**config.mk**
```make
export PLATFORM = sky130hd
export DESIGN_NAME = lsu_rmw
export DESIGN_NICKNAME = d
export VERILOG_FILES = /design/src/rtl/lsu_rmw_pkg.sv /design/src/rtl/lsu_align.sv /design/src/rtl/lsu_rmw.sv
export SDC_FILE = /design/constraint.sdc
export NUM_CORES = 1
export LEC_CHECK = 0
export BUFFER_PORTS_ARGS = -buffer_cell sky130_fd_sc_hd__buf_4
export CAP_MARGIN = 20
export CORE_MARGIN = 1.5
export CORE_UTILIZATION = 25
export DETAILED_ROUTE_END_ITERATION = 7
export GPL_TIMING_DRIVEN = 0
export PLACE_DENSITY = 0.58
export SYNTH_ARGS = -nofsm -noshare
export SYNTH_HDL_FRONTEND = slang
export SYNTH_HIERARCHICAL = 1
export SYNTH_SLANG_ARGS = --single-unit
```
**constraint.sdc**
```tcl
create_clock -name clk -period 3.85 [get_ports clk]
set_clock_uncertainty 0.2 [all_clocks]
set_input_delay 0 -clock clk [delete_from_list [all_inputs] [get_ports clk]]
set_output_delay 0 -clock clk [all_outputs]
set_load 0.005 [all_outputs]
```
**src/rtl/lsu_rmw_pkg.sv**
```systemverilog
// Shared constants for the load/store unit: word size, RV32I funct3 codes,
// FSM state encodings and the access legality rule.
package lsu_rmw_pkg;

    localparam int WORD_LEN = 32;
    localparam int ADDR_LSB = 2;

    localparam logic [2:0] F3_LB  = 3'b000;
    localparam logic [2:0] F3_LH  = 3'b001;
    localparam logic [2:0] F3_LW  = 3'b010;
    localparam logic [2:0] F3_LBU = 3'b100;
    localparam logic [2:0] F3_LHU = 3'b101;
    localparam logic [2:0] F3_SB  = 3'b000;
    localparam logic [2:0] F3_SH  = 3'b001;
    localparam logic [2:0] F3_SW  = 3'b010;

    localparam logic [1:0] ST_IDLE    = 2'd0;
    localparam logic [1:0] ST_LD_WAIT = 2'd1;
    localparam logic [1:0] ST_MERGE   = 2'd2;
    localparam logic [1:0] ST_RESP    = 2'd3;

    typedef struct packed {
        logic [WORD_LEN-1:0] addr;
        logic [2:0]          funct3;
        logic [WORD_LEN-1:0] wdata;
    } lsu_req_t;

    // Stores have no unsigned variants, so 100/101 are legal only for loads.
    function automatic logic is_legal(input logic wen, input logic [2:0] f3,
                                      input logic [ADDR_LSB-1:0] lane);
        logic ok;
        case (f3)
            3'b000:  ok = 1'b1;
            3'b001:  ok = ~lane[0];
            3'b010:  ok = (lane == '0);
            3'b100:  ok = ~wen;
            3'b101:  ok = ~wen & ~lane[0];
            default: ok = 1'b0;
        endcase
        return ok;
    endfunction

endpackage

```
**src/rtl/lsu_align.sv**
```systemverilog
// Combinational datapath of the LSU: load lane extraction with sign/zero
// extension, sub-word store merge into the read word, and the legality check.
module lsu_align
    import lsu_rmw_pkg::*;
(
    input  logic                wen,
    input  logic [2:0]          funct3,
    input  logic [ADDR_LSB-1:0] lane,
    input  logic [WORD_LEN-1:0] rdata,
    input  logic [WORD_LEN-1:0] wdata,
    output logic                legal,
    output logic [WORD_LEN-1:0] load_data,
    output logic [WORD_LEN-1:0] merge_data
);

    logic [7:0]  sel_byte;
    logic [15:0] sel_half;
    logic [4:0]  byte_shift;

    assign legal      = is_legal(wen, funct3, lane);
    assign byte_shift = {lane, 3'b000};

    always_comb begin
        sel_byte  = rdata[byte_shift +: 8];
        sel_half  = lane[1] ? rdata[31:16] : rdata[15:0];
        load_data = '0;
        case (funct3)
            F3_LB:   load_data = {{24{sel_byte[7]}}, sel_byte};
            F3_LH:   load_data = {{16{sel_half[15]}}, sel_half};
            F3_LW:   load_data = rdata;
            F3_LBU:  load_data = {24'd0, sel_byte};
            F3_LHU:  load_data = {16'd0, sel_half};
            default: load_data = '0;
        endcase
    end

    // Only the addressed lane(s) change; the rest of the word is written back as read.
    always_comb begin
        merge_data = rdata;
        case (funct3)
            F3_SB:   merge_data[byte_shift +: 8] = wdata[7:0];
            F3_SH: begin
                if (lane[1])
                    merge_data[31:16] = wdata[15:0];
                else
                    merge_data[15:0] = wdata[15:0];
            end
            default: merge_data = wdata;
        endcase
    end

endmodule

```
**src/rtl/lsu_rmw.sv**
```systemverilog
// Load/store unit in front of a 1-cycle synchronous block RAM with whole-word
// writes: loads take a wait cycle, sub-word stores do read-modify-write.
module lsu_rmw
    import lsu_rmw_pkg::*;
(
    input  logic                clk,
    input  logic                rst,
    input  logic                req_valid,
    output logic                req_ready,
    input  logic                req_wen,
    input  logic [2:0]          req_funct3,
    input  logic [WORD_LEN-1:0] req_addr,
    input  logic [WORD_LEN-1:0] req_wdata,
    output logic                resp_valid,
    output logic [WORD_LEN-1:0] resp_rdata,
    output logic                resp_err,
    output logic [WORD_LEN-1:0] mem_addr,
    input  logic [WORD_LEN-1:0] mem_rdata,
    output logic                mem_wen,
    output logic [WORD_LEN-1:0] mem_wdata
);

    logic [1:0]          state;
    lsu_req_t            cap;
    logic                idle;
    logic                accept;
    logic                is_sw;
    logic [2:0]          cur_funct3;
    logic [WORD_LEN-1:0] cur_wdata;
    logic                legal;
    logic [WORD_LEN-1:0] load_data;
    logic [WORD_LEN-1:0] merge_data;

    assign idle       = (state == ST_IDLE);
    assign req_ready  = idle;
    assign accept     = req_valid && idle;
    assign is_sw      = req_wen && (req_funct3 == F3_SW);
    assign resp_valid = (state == ST_RESP);

    // In IDLE the live request drives the memory and the legality check;
    // afterwards the captured copy keeps address and lane stable.
    assign mem_addr   = idle ? req_addr   : cap.addr;
    assign cur_funct3 = idle ? req_funct3 : cap.funct3;
    assign cur_wdata  = idle ? req_wdata  : cap.wdata;

    lsu_align u_align (
        .wen        (req_wen),
        .funct3     (cur_funct3),
        .lane       (mem_addr[ADDR_LSB-1:0]),
        .rdata      (mem_rdata),
        .wdata      (cur_wdata),
        .legal      (legal),
        .load_data  (load_data),
        .merge_data (merge_data)
    );

    // Gating with rst keeps a merge cut short by reset from reaching the RAM.
    assign mem_wen   = ~rst && ((accept && legal && is_sw) || (state == ST_MERGE));
    assign mem_wdata = (state == ST_MERGE) ? merge_data : req_wdata;

    always_ff @(posedge clk or posedge rst) begin
        if (rst) begin
            state      <= ST_IDLE;
            cap        <= '0;
            resp_rdata <= '0;
            resp_err   <= 1'b0;
        end else begin
            case (state)
                ST_IDLE: begin
                    if (accept) begin
                        cap.addr   <= req_addr;
                        cap.funct3 <= req_funct3;
                        cap.wdata  <= req_wdata;
                        if (!legal) begin
                            state      <= ST_RESP;
                            resp_err   <= 1'b1;
                            resp_rdata <= '0;
                        end else if (!req_wen) begin
                            state <= ST_LD_WAIT;
                        end else if (is_sw) begin
                            state      <= ST_RESP;
                            resp_err   <= 1'b0;
                            resp_rdata <= '0;
                        end else begin
                            state <= ST_MERGE;
                        end
                    end
                end
                ST_LD_WAIT: begin
                    state      <= ST_RESP;
                    resp_err   <= 1'b0;
                    resp_rdata <= load_data;
                end
                ST_MERGE: begin
                    state      <= ST_RESP;
                    resp_err   <= 1'b0;
                    resp_rdata <= '0;
                end
                default: state <= ST_IDLE;
            endcase
        end
    end

endmodule

```
# After elaboration in Yosys (flattened, before gate mapping)

Index checks and enable logic that the tools add are counted.

Bits in registers: 102
Bits in latches: 0
Bits in writable memories: 0
Memory bits (read-only): 0
Logic and storage cells: 66
Memories: 0

Add/subtract/negate cells: 1
$mul: 0
Divide/modulo/power cells: 0
Order comparisons: 0
Equal/unequal tests: 11
Shifts and indexed selects: 3
Muxes and demuxes: 26
Bitwise logic cells: 4
Reductions and logical operators: 15

Operators by type and width:

| cell                                                                   | number |
|---|---|
| 32-bit two-way mux                                                     | 7 |
| 32-bit case mux with 5 select lines                                    | 1 |
| 32-bit case mux with 3 select lines                                    | 1 |
| 32-bit case mux with 2 select lines                                    | 1 |
| 16-bit two-way mux                                                     | 3 |
| 32-bit bitwise mux                                                     | 1 |
| 8-bit by 7-bit variable shift with 32-bit output, first input constant | 1 |
| 32-bit by 6-bit variable part select with 8-bit output                 | 1 |
| 8-bit by 7-bit variable part select with 32-bit output                 | 1 |
| 4-bit AND reduction                                                    | 2 |
| 5-bit negator with 7-bit output                                        | 1 |
| 3-bit by 2-bit equality test with 1-bit output, second input constant  | 2 |
| 3-bit equality test, second input constant                             | 2 |
| 2-bit two-way mux                                                      | 3 |
| 3-bit inequality test, second input constant                           | 2 |
| 1-bit logical AND                                                      | 5 |
| 1-bit two-way mux                                                      | 5 |
| 1-bit case mux with 5 select lines                                     | 1 |
| 2-bit equality test, second input constant                             | 2 |
| 2-bit zero test                                                        | 2 |
| 2-bit case mux with 2 select lines                                     | 1 |
| 3-bit by 1-bit equality test with 1-bit output, second input constant  | 1 |
| 3-bit zero test                                                        | 1 |
| 3-bit two-way mux                                                      | 1 |
| 10 further kinds                                                       | 12 |

# Depth between registers and ports, before layout

Gate-level depths: netlist (run 1).

Word-level depth: 9
Gate-level depth with buffers: 18
Depth with buffers taken out: 12

# Hierarchy

Netlist (run 1), hierarchy kept.

By module, submodules not included:

| module    | instances | cells an instance | area each (um2) | sequential area each (um2) |
|---|---|---|---|---|
| lsu_rmw   | 1         | 421               | 5365.1          | 2552.4 |
| lsu_align | 1         | 288               | 1966.9          | 0.0 |

# Worst setup path before layout (run 1)

Ideal clock, no wire load.

Path type: register -> register
Start point: register state[0]
End point: register resp_rdata[0]
Arrival time: 3426 ps
Required time: 3571 ps
Slack: 145 ps
Cell stages (with the launch flop): 19
Period minus slack after synthesis: 3705 ps
Cells stage by stage: dfrtp_1 inv_1 ha_1 buf_2 buf_2 mux2_2 buf_6 buf_6 inv_1 buf_2 ha_1 inv_1 o21ai_0 and3_1 nand2b_1 a21oi_1 a31oi_4 buf_6 mux2i_1

RTL lines:

| item                                 | line              | source |
|---|---|---|
| start, declared                      | lsu_rmw.sv:23     | `logic [1:0] state;` |
| start signal, assigned               | lsu_rmw.sv:63     | `state <= ST_IDLE;` |
| start signal, assigned               | lsu_rmw.sv:75     | `state <= ST_RESP;` |
| start signal, assigned               | lsu_rmw.sv:79     | `state <= ST_LD_WAIT;` |
| 2-bit zero test *                    | lsu_rmw.sv:34     | `assign idle = (state == ST_IDLE);` |
| named net req_ready                  | lsu_rmw.sv:9      | `output logic req_ready,` |
| 32-bit two-way mux *                 | lsu_rmw.sv:42     | `assign mem_addr = idle ? req_addr : cap.addr;` |
| named net mem_addr[1]                | lsu_rmw.sv:17     | `output logic [WORD_LEN-1:0] mem_addr,` |
| 2-bit zero test *                    | lsu_rmw_pkg.sv:35 | `3'b010: ok = (lane == '0);` |
| 1-bit case mux with 5 select lines * | lsu_rmw_pkg.sv:32 | `case (f3)` |
| named net legal                      | lsu_rmw.sv:30     | `logic legal;` |
| 32-bit two-way mux                   | lsu_rmw.sv:74     | `if (!legal) begin` |
| 32-bit two-way mux                   | lsu_rmw.sv:70     | `if (accept) begin` |
| 32-bit case mux with 3 select lines  | lsu_rmw.sv:68     | `case (state)` |
| end signal, assigned                 | lsu_rmw.sv:92     | `resp_rdata <= load_data;` |
| end, declared                        | lsu_rmw.sv:15     | `output logic [WORD_LEN-1:0] resp_rdata,` |

Mark *: on every way through the listed nets, which the timed path passes. The rest lies on a longest branch. The select of a mux whose other input is x is not followed.
A chain may end at the register's enable or synchronous reset.

# Worst setup path in the final report (run 1)

Start point: register state[0]
End point: output mem_wdata[13]

Word-level cells in the longest chain between the ends: 7

RTL lines:

| item                                                                                                                              | line            | source |
|---|---|---|
| 2-bit zero test *                                                                                                                 | lsu_rmw.sv:34   |  |
| 32-bit two-way mux                                                                                                                | lsu_rmw.sv:42   |  |
| 5-bit negator with 7-bit output                                                                                                   | lsu_align.sv:41 | `F3_SB: merge_data[byte_shift +: 8] = wdata[7:0];` |
| 8-bit by 7-bit variable part select with 32-bit output / 8-bit by 7-bit variable shift with 32-bit output (equally long branches) | lsu_align.sv:41 |  |
| 32-bit bitwise mux                                                                                                                | lsu_align.sv:41 |  |
| 32-bit case mux with 2 select lines *                                                                                             | lsu_align.sv:40 | `case (funct3)` |
| named net merge_data[13]                                                                                                          | lsu_rmw.sv:32   | `logic [WORD_LEN-1:0] merge_data;` |
| 32-bit two-way mux *                                                                                                              | lsu_rmw.sv:59   | `assign mem_wdata = (state == ST_MERGE) ? merge_data : req_wdata;` |
| end, declared                                                                                                                     | lsu_rmw.sv:20   | `output logic [WORD_LEN-1:0] mem_wdata` |

Mark *: on every way through the listed nets, which the timed path passes. The rest lies on a longest branch.

==> impl_metrics.ini, run 1 <==
[status]
run_status = completed

[synth]
netlist-cell-type-count = 54
syn-num-nets = 822
synth-edff-count = 0
ys_warn_count = 6
syn_area_per_cell_um2 = 10.3
synthFlopType = dfrtp_1
async_flop_share_pct = 100
syn_inst = 709
ys_seq_elements = 102
seq_area_frac_synth_pct = 34.8
synth_area_um2 = 7330

[worst_setup_path]
worstSetupEndpointType = primary output
worstSetupPathType = register to primary output
cp-start-kind = register
crit_required_ns = 3.65
critical_path_arrival_ns = 3.57
cp_max_fo = 12

[sta]
tightest_slew_ns = 0.766
slew_viol_final = 0
hold_viol = 0
period_needed_ns = 3.77
period_share_pct = 97.9
setup_viol = 0
tns_ns = 0
rsz0062_at_grt = true
max_freq_mhz = 265
max_slew_margin_pct = 49.0

[clock_network]
numCtsBuffers = 9
cts_buffer_depth = 2
clk_latency_ns = 0.36
cts_root_buf = clkbuf_16
cts_tree = yes
cts.clk_slew.worst_paths_ns = 0.08
cts.sinks = 102
htreeDepth = 3

[route]
wl_per_cell_um = 19.3
drt_first_pass_iters = 6
drtIter0Drc = 369
ant_nets = 0
viasPerCell = 4.90
drc = 0
wl_um = 27400
vias = 6959

[power_and_ir_drop]
p_seq_share_pct = 19.0
p_leak_nw = 4.76
p_sw_w = 0.00411
combPwrFrac_pct = 71.6
max-vdd-ir-drop_mv = 0.286
p_int_w = 0.00539
p_sw_share_pct = 43.3
cellPowerDensity_nw_per_um2 = 878
clkPwrFrac_pct = 9.4

[cells_and_area]
layout.cells.non_filler = 1421
multi_input_area_um2 = 4350
regArea_um2 = 2550
areaGrowthSynthToFinish_pct = 47.7
fill_cells = 2920
final_cell_area_um2 = 10800
layout.nets = 1144
drive_gt1_share_pct = 46.2
final_cell_mix = buf_4, mux2_2, dfrtp_1
final_common_cell = buf_4

[die]
dieArea_um2 = 30400
die_h_um = 174
io_pins = 203
fp-row-count = 62
initial_core_util_pct = 25.5
die_x_um = 174
core_um2 = 28800

[worst_hold_path]
hold_class = primary input to register

[global_route]
grt_pass1_vias = 7072
grt_max_degree = 58
antenna_found_initial = 2
overflow = 0
grt_pass1_wl_um = 42200
grt_use_total_pct = 18.1

[placed_design]
placed_area_um2 = 9360
hpwl_um = 20700
placed_cells = 1296
io_buffers = 202
gp_congestion = 0.896

[job]
drv_cap = 0
[timing repair]
item / CTS / global route
resized for setup: 18 / 14
pin swaps: 0 / 3
cloned: 0 / 0
endpoints found under the setup margin: 68 / 57
buffers inserted: 5 / 4
hold buffers: 99 / 0
endpoints found under the hold margin: 153 / 0
[cell families after synthesis]
kind of cell | count (synthesis) | synth area share [%]
buffers and inverters | 103 | 7.35
DFF | 102 | 34.8
muxes | 207 | 31.4
adders and majority gates | 10 | 1.71
and+or+nand+nor | 139 | 9.39
AOI/OAI and AO/OA | 148 | 15.3
[path summary, 6_finish.rpt]
path	cells past startpoint	startpoint	slack, ns	to
setup / recovery	16	state[0]	0.08	mem_wdata[13]
hold / removal	5	mem_rdata[1]	0.003	resp_rdata[1]
setup reg to reg	18	state[0]	0.19	resp_rdata[7]
hold reg to reg	2	cap[33]	0.29	cap[33]
min in group asynchronous	3	rst	0.15	cap[55]
max in group asynchronous	4	rst	2.59	cap[4]
[state kept, by name (all words and copies together), names as in the netlist]
register / count
cap: 67
resp_err: 1
resp_rdata: 32
state: 2
[worst max-delay path, stage by stage (launching register included)]
cell	delay [ns]
dfrtp_1	0.39
inv_1	0.08
ha_2	0.19
buf_6	0.12
buf_8	0.15
mux2_4	0.34
buf_6	0.15
buf_6	0.15
clkinvlp_4	0.09
buf_4	0.21
ha_2	0.27
nor4_4	0.06
buf_4	0.17
a22oi_1	0.15
o221ai_1	0.22
mux2_2	0.32
buf_4	0.13
[metal layers]
layer / GRT usage [%] / share of wire [%]
met1: 24.0 / 44
met5: 0 / 0
met2: 29.1 / 46
met3: 3.61 / 6.8
met4: 6.43 / 2.9
[stage by stage]
step	power (W)	utilization (%)	hold slack [ns]	setup slack, ns
floorplan	0.00590	-	-0.169	0.145
global placement	0.00811	32.4	0.0399	-0.696
detailed placement	0.00816	32.5	0.00674	-0.720
CTS	0.00936	37.3	0.0000210	0.00440
global route	0.0102	37.6	0.00953	-0.00626
finish	0.00951	37.6	0.00322	0.0807
[power groups by stage]
stage                     clock [W]  combinational [W]  sequential, W
final                      0.000896            0.00680        0.00181
after global routing       0.000968            0.00732        0.00188
after CTS                  0.000933            0.00662        0.00181
after detailed placement          0            0.00632        0.00184
after global placement            0            0.00629        0.00181
after floorplan                   0            0.00411        0.00179
[cells in the mapped netlist (all sizes together), types with 8 or more instances]
library cell	n	area, µm²
a22oi	50	375
o21ai	22	114
o221ai	13	114
mux2i	33	330
dfrtp	102	2550
a31oi	8	65.1
a32oi	10	87.6
nand2	98	378
nor2	8	30.0
a2bb2oi	8	70.1
o211ai	19	143
clkbuf	8	30.0
nor2b	16	100
buf	46	325
inv	48	180
mux2	173	1950
ha	10	125
[layout make-up]
| type | count | share of cell area, % |
|---|---|---|
| timing repair buffer | 311 | 24.0 |
| tap | 384 | 4.44 |
| antenna | 1 | 0.0231 |
| clock buffer | 11 | 2.15 |
| buffer | 54 | 3.50 |
| sequential | 102 | 23.6 |
| inverter | 49 | 1.76 |
| clock inverter | 5 | 0.381 |
| multi-input combinational | 504 | 40.2 |
Note: power is estimated with default switching activity, not from simulation.
==> inputs of run 2 (changes only) <==
--- a/config.mk
+++ b/config.mk
@@ -11,6 +11,7 @@
 export CORE_UTILIZATION = 25
 export DETAILED_ROUTE_END_ITERATION = 7
 export GPL_TIMING_DRIVEN = 0
+export MAX_ROUTING_LAYER = met4
 export PLACE_DENSITY = 0.58
 export SYNTH_ARGS = -nofsm -noshare
 export SYNTH_HDL_FRONTEND = slang
==> run 2 against run 1 <==
Effect of this change:
- combinational power about the same
- final area up 0.43%
- non-clock buffer count up 1
- via count down 1.5%
- register-to-register slack better by 0.06 ns
- sequential share of layout area down 0.10 points
- critical endpoint is now mem_wdata[15]
- largest cell class unchanged
- largest power group unchanged
==> impl_metrics.ini, run 2 (same netlist as run 1, synthesis figures left out) <==
[global_route]
grt_pass1_wl_um = 41500
antenna_found_initial = 0
grt_max_degree = 63
overflow = 0
grt_use_total_pct = 18.3
grt_pass1_vias = 6943

[cells_and_area]
multi_input_area_um2 = 4360
final_common_cell = buf_4
drive_gt1_share_pct = 45.9
utilization_pct = 37.8
layout.nets = 1145
top_register = cap
reg_top3 = cap x67, resp_rdata x32, state x2
antenna_cells = 0
largest_register_ffs = 67
fill_cells = 2876
regArea_um2 = 2550
final_cell_mix = buf_4, mux2_2, dfrtp_1, dlygate4sd3_1, nand2_1
areaGrowthSynthToFinish_pct = 48.4

[die]
die_h_um = 174
dieArea_um2 = 30400
core_um2 = 28800
initial_core_util_pct = 25.5
io_pins = 203
fp-row-count = 62
die_x_um = 174

[sta]
max_slew_margin_pct = 62.3
slew_viol_final = 0
whs_ns = 0.0240
max_freq_mhz = 273
hold_viol = 0
period_share_pct = 95.2
postLayoutSetupSlackWorst_ns = 0.186
setup_viol = 0
period_needed_ns = 3.66
tightest_slew_ns = 0.566
rsz0062_at_grt = false

[clock_network]
cts_tree = yes
cts.clk_slew.worst_paths_ns = 0.07
cts_buffer_depth = 2
clk_latency_ns = 0.35
numCtsBuffers = 9
cts_root_buf = clkbuf_16
cts.sinks = 102
htreeDepth = 3

[route]
wl_per_cell_um = 19.2
wl_um = 27200
viasPerCell = 4.83
vias = 6854
ant_nets = 0
drt_first_pass_iters = 5
drtIter0Drc = 418
drc = 0

[placed_design]
gp_congestion = 0.971
hpwl_um = 20700
post-place-ws_ns = -0.760
io_buffers = 202

[worst_hold_path]
holdPathEnd = resp_rdata[10]
holdCritStartpoint = mem_rdata[10]
hold_path_depth = 5
hold_class = primary input to register

[worst_setup_path]
cp_max_fo = 15
worstSetupPathType = register to primary output
critical_path_arrival_ns = 3.46
cp-start-kind = register
ff2ff_path_depth = 17
reg2reg_from = state[1]
rr_endpoint = resp_rdata[8]
worstSetupEndpointType = primary output
ff2ff_setup_slack_ns = 0.25
crit_required_ns = 3.65

[power_and_ir_drop]
p_leak_nw = 4.79
max-vdd-ir-drop_mv = 0.324
cellPowerDensity_nw_per_um2 = 880

[job]
drv_cap = 0

[status]
run_status = completed
==> run 2: changes by cell type in the layout (fill, tap and decap cells not counted), sizes merged <==
cell and delta:
dlygate4sd3 +3, clkbuf -1, buf -2, bufinv +1, clkinv -1, diode -1
==> run 2: report_power, final <==
part           total, W  internal (W)  leakage [nW]  switching, W
combinational   0.00680       0.00337          3.38       0.00344
sequential      0.00181       0.00158          1.27      0.000230
clock          0.000965      0.000512         0.141      0.000453
total           0.00957       0.00546          4.79       0.00412
==> run 2: worst max path at each step <==
| stage | from | endpoint | slack (ns) | cells past startpoint |
|---|---|---|---|---|
| floorplan | state[0] | resp_rdata[0] | 0.15 | 18 |
| global placement | state[1] | resp_rdata[0] | -0.71 | 18 |
| detailed placement | state[1] | resp_rdata[0] | -0.76 | 18 |
| CTS | state[1] | mem_wdata[7] | 0.04 | 14 |
| global route | state[1] | resp_rdata[24] | 0.02 | 17 |
| finish | state[1] | mem_wdata[15] | 0.19 | 13 |
==> run 2: worst max-delay path: stages (launching register included) <==
cell	delay, ns
dfrtp_1	0.39
inv_1	0.11
ha_1	0.20
buf_6	0.13
buf_8	0.14
mux2_4	0.35
buf_12	0.17
clkinvlp_4	0.09
buf_4	0.20
ha_1	0.28
nand4_2	0.29
o211ai_1	0.42
mux2_2	0.24
buf_4	0.10
==> run 2: what timing repair did <==
action / 4_1_cts / 5_1_grt
hold buffers: 102 / 0
setup buffers: 5 / 4
endpoints found under the hold margin: 176 / 0
pin swaps: 0 / 1
gates cloned: 0 / 0
gates resized for setup: 19 / 14
setup endpoints to repair: 68 / 56
==> run 2: layout make-up <==
| class | instances | share of cell area, % |
|---|---|---|
| repair buffers | 314 | 24.2 |
| multi-input cells | 504 | 40.0 |
| plain buffers | 52 | 3.42 |
| flip-flops and latches | 102 | 23.5 |
| clock inverters | 5 | 0.610 |
| well taps | 384 | 4.42 |
| inverters | 49 | 1.75 |
| clock buffers | 10 | 2.10 |
==> run 2: metrics by stage <==
| step | instances | total power, W | setup TNS, ns | cell area (µm²) |
|---|---|---|---|---|
| detailed placement | 1296 | 0.00817 | -36.19 | 9360 |
| floorplan | 709 | 0.00590 | 0 | 7330 |
| CTS | 1417 | 0.00944 | 0 | 10800 |
| finish | 1420 | 0.00957 | 0 | 10900 |
| global route | 1420 | 0.0102 | 0 | 10900 |
| global placement | 1295 | 0.00811 | -94.12 | 9330 |
==> run 2: metal layers <==
metal	up-vias	wire, µm	track usage [%]
li1	3242	-	-
met1	3341	12100	23.9
met2	241	12900	28.7
met3	30	1580	3.06
met4	0	671	5.89
met5	-	0	-
